===== config.mk =====
export PLATFORM = sky130hd
export DESIGN_NAME = fetch_unit
export DESIGN_NICKNAME = d
export VERILOG_FILES = /design/src/rtl/fetch_unit.sv
export SDC_FILE = /design/constraint.sdc
export NUM_CORES = 1
export LEC_CHECK = 0
export BUFFER_PORTS_ARGS = -buffer_cell sky130_fd_sc_hd__buf_4
export CAP_MARGIN = 10
export CORE_MARGIN = 3
export CORE_UTILIZATION = 25
export CTS_CLUSTER_SIZE = 24
export DETAILED_ROUTE_END_ITERATION = 10
export PLACE_DENSITY = 0.51
export SLEW_MARGIN = 5
export SYNTH_ARGS = -nofsm -noshare
export SYNTH_HDL_FRONTEND = slang
export SYNTH_SLANG_ARGS = --single-unit

===== constraint.sdc =====
create_clock -name clk -period 2.25 [get_ports clk]
set_clock_uncertainty 0.2 [all_clocks]
set_input_delay 0.225 -clock clk [delete_from_list [all_inputs] [get_ports clk]]
set_output_delay 0.225 -clock clk [all_outputs]
set_load 0.02 [all_outputs]

===== src/rtl/fetch_unit.sv =====
// rtl/fetch_unit.sv - Instruction fetch stage: PC owner, single-outstanding imem requests, one-entry output buffer.
module fetch_unit #(
    parameter int PC_WIDTH = 16,
    parameter int RESET_PC = 0,
    parameter int PC_STEP  = 1
) (
    input  logic                clk,
    input  logic                rst,
    output logic                imem_req,
    output logic [PC_WIDTH-1:0] imem_addr,
    input  logic                imem_ready,
    input  logic                imem_rvalid,
    input  logic [15:0]         imem_rdata,
    output logic                instr_valid,
    output logic [15:0]         instr,
    output logic [PC_WIDTH-1:0] instr_pc,
    input  logic                instr_ready,
    input  logic                redirect_valid,
    input  logic [PC_WIDTH-1:0] redirect_pc
);

    localparam logic [PC_WIDTH-1:0] RST_PC = PC_WIDTH'(RESET_PC);
    localparam logic [PC_WIDTH-1:0] STEP   = PC_WIDTH'(PC_STEP);

    typedef enum logic [1:0] {
        S_FETCH = 2'd0,
        S_WAIT  = 2'd1,
        S_HOLD  = 2'd2
    } state_t;

    state_t              state;
    state_t              state_next;
    logic [PC_WIDTH-1:0] pc;
    logic [PC_WIDTH-1:0] pc_next;
    logic [PC_WIDTH-1:0] inflight_pc;
    logic                drop;
    logic                drop_next;
    logic                load;
    logic                latch_inflight;

    always_ff @(posedge clk) begin
        if (rst) begin
            state <= S_FETCH;
        end else begin
            state <= state_next;
        end
    end

    // drop marks the single in-flight response that a redirect has made stale
    always_comb begin
        state_next     = state;
        pc_next        = pc;
        drop_next      = drop;
        load           = 1'b0;
        latch_inflight = 1'b0;
        case (state)
            S_FETCH: begin
                if (imem_ready) begin
                    latch_inflight = 1'b1;
                    state_next     = S_WAIT;
                    if (redirect_valid) begin
                        drop_next = 1'b1;
                    end
                end
            end
            S_WAIT: begin
                if (imem_rvalid) begin
                    drop_next = 1'b0;
                    if (redirect_valid || drop) begin
                        state_next = S_FETCH;
                    end else begin
                        load       = 1'b1;
                        pc_next    = inflight_pc + STEP;
                        state_next = S_HOLD;
                    end
                end else if (redirect_valid) begin
                    drop_next = 1'b1;
                end
            end
            S_HOLD: begin
                if (redirect_valid || instr_ready) begin
                    state_next = S_FETCH;
                end
            end
            default: state_next = S_FETCH;
        endcase
        if (redirect_valid) begin
            pc_next = redirect_pc;
        end
    end

    always_comb begin
        imem_req    = (state == S_FETCH) && !rst;
        instr_valid = (state == S_HOLD) && !redirect_valid;
    end

    assign imem_addr = pc;

    always_ff @(posedge clk) begin
        if (rst) begin
            pc          <= RST_PC;
            inflight_pc <= '0;
            drop        <= 1'b0;
            instr       <= '0;
            instr_pc    <= '0;
        end else begin
            pc   <= pc_next;
            drop <= drop_next;
            if (latch_inflight) begin
                inflight_pc <= pc;
            end
            if (load) begin
                instr    <= imem_rdata;
                instr_pc <= inflight_pc;
            end
        end
    end

endmodule


==> run metrics <==
status complete, no violations; period utilization 86.9%; critical path class flop to flop; crit-path cells ha_1 > nand3_2 > or3_1 > a311o_1 > a21oi_1; Max-Slew Margin vs Limit 54.1%; clk slew on worst S/H paths 0.07 ns; P_int 1930 µW; r2r endpoint imem_addr[6]; HP Class input pin to flop; Placed Cells 565; Die Ht 112 µm; IO Port Bufs 87; Critical Path Fanout Max 8; grt ovf 0; Critical Path End Type flop; Syn Area/Cell 7.84 µm²; clock power share 38.4%; delay-heaviest family, CP simple AND/OR/NAND/NOR gates; Mapped Cells 357; Die W 112 µm; vias in the first global route 2642; TritonCTS clock tree done; Area growth, synth to finish 46.2%; f_max 512 MHz; max incr delay on CP 0.44 ns; Antenna Cells 0; DR DRC count 0; Total GRT Usage 13.3%; leakage 0.00154 µW; clk_lat worst skew 0.35 ns; layout cells sized above 1 23.7%; Netlist Area Pre-Place 2800 µm²; reg2reg path depth 5; Slowest-stage cell, CP dfxtp_1; Comb pwr share 12.7%; largest net degree at the start of global routing 47; Post-Layout Cell Count 613; synth warn 0; clock sink total 67; top cells by count, synth nand2_1 (108), dfxtp_1 (67), a21oi_1 (66); die area 12500 µm²; Worst path depth 5; Max Cap Viol 0; worst reg-to-reg setup slack 0.30 ns; RSZ-0062 raised after global routing false; Std-Cell Rows 38; most common cell in the netlist nand2_1; drt wl/cell 13.5 µm; Setup crit end imem_addr[6]; sw frac 25.3%; Syn Nets 396; Hold WS 0.0307 ns; Initial Utilization 25.7%; Worst VDD drop 0.225 mV; Worst Tran Pin Value 0.687 ns; # setup viols final 0; Yosys top cell by area dfxtp_1; first-pass GRT wire length 13.3 mm; total number of vias 2788; iteration count of the initial detailed-routing pass 4; Final HPWL DP 5.55 mm; Post-synth EDFFs 0; final hold violations 0; synth unique cells 38; wirelength, routed 8.26 mm; Placed Area 3580 µm²; Flop pwr share 48.9%; Async S/R FF share, synth 0%; Fill cells 1171; Top FF cell, synth dfxtp_1; worst-case clock buffer depth 2; GPL Wtd Cong 0.776; crit path launch inflight_pc[0]; P per Cell Area 631 nW/µm²; initial detailed-routing violation count 137; fin crit period 1.95 ns; Top Ports 88; CTS H-tree depth 3; initial antenna violation count 0; Buf/Inv on CP 0; Post-CTS Resized 0; final net count 507; post-route ant nets 0; Fin Setup TNS 0 ns; Crit Reg-Reg Startpoint inflight_pc[0]; largest cells by area after synthesis dfxtp_1 (48%), nand2_1 (14%), a21oi_1 (12%); critical path launch point type flop; final-report max-slew violation count 0; TritonCTS Buffers 9; Core Area 10900 µm²; Psw 653 µW; worst path required time 2.33 ns; post-synth top area share 47.9%; Critical Path AT 2.03 ns; Finished Cell Area 4090 µm²; CTS Root Cell clkbuf_8; drt via density 4.55; #FFs+latches synth 67; Seq/Total Area, Yosys 47.9%
==> area by class of cell <==
class	instances	area (µm²)	area share [%]
clock buffers	14	153	3.73
clock inverters	2	35.0	0.856
inverters	4	15.0	0.367
multi-input cells	260	1330	32.6
flip-flops and latches	67	1340	32.8
well taps	140	175	4.28
repair buffers	126	1040	25.4
==> repair_timing <==
action,CTS,global route
hold buffers,32,0
hold endpoints to repair,33,0
buffers inserted,0,0
==> cell families after synthesis <==
kind of cell	count (synthesis)	synth area share, %
AO/OA/AOI/OAI	91	18.4
AND/OR/NAND/NOR	160	26.3
flip-flops	67	47.9
XOR/XNOR	8	2.50
buffers and inverters	30	4.43
adder cells (fa/ha/maj)	1	0.447
==> placed cells by master (no fill, tap or decap), types with 3 or more instances in the layout <==
master / count
nand2_1: 108
buf_4: 93
dfxtp_1: 67
a21oi_1: 66
dlygate4sd3_1: 32
clkbuf_8: 10
nor2_1: 9
nor3b_1: 8
nor3_1: 7
xnor2_1: 7
o21ai_0: 6
nand2b_1: 5
nand3_1: 4
inv_1: 4
nor4_1: 4
clkbuf_1: 4
or3_1: 3
a311o_1: 3
a211o_1: 3
o22ai_1: 3
==> how the worst min path moves through the flow <==
stage,from,end,slack [ns],depth (start not counted)
6_report,redirect_pc[15],imem_addr[15],0.03,3
2_1_floorplan,imem_rvalid,drop,0.14,1
4_1_cts,redirect_pc[15],imem_addr[15],0.01,3
3_5_place_dp,instr[4],instr[4],0.25,2
5_1_grt,redirect_pc[15],imem_addr[15],0.05,3
3_3_place_gp,instr[11],instr[11],0.24,2
==> sequential cells by signal (all words and copies together) (netlist names) <==
name and flops:
imem_addr 16, drop 1, inflight_pc 16, state 2
instr_pc 16, instr 16
==> per-layer routing <==
metal  GRT usage, %  wire length (µm)  up-vias
met3           2.93               335       11
met1           17.8              4000     1279
met4           5.76               117        0
met5              0                 0        -
li1               -                 -     1437
met2           20.6              3810       61
==> metrics by stage <==
step	power [µW]	worst slack (ns)	util, %
after detailed placement	1580	0.292	32.9
after global placement	1570	0.362	32.9
after CTS	2620	0.267	37.6
final	2580	0.295	37.6
after floorplan	1440	0.457	-
after global routing	2710	0.150	37.6
==> power groups by stage <==
stage	sequential [µW]	clock (µW)	combinational [µW]
floorplan	1310	0	129
global placement	1290	0	284
detailed placement	1290	0	286
CTS	1260	1030	331
global route	1270	1080	359
finish	1260	993	327
==> worst register-to-register path: stages (launching register included) <==
cell and delay (ns):
dfxtp_1 0.44, ha_1 0.24, nand3_2 0.18, or3_1 0.35, a311o_1 0.35, a21oi_1 0.13
No activity file was read; power rests on OpenSTA's default activity.
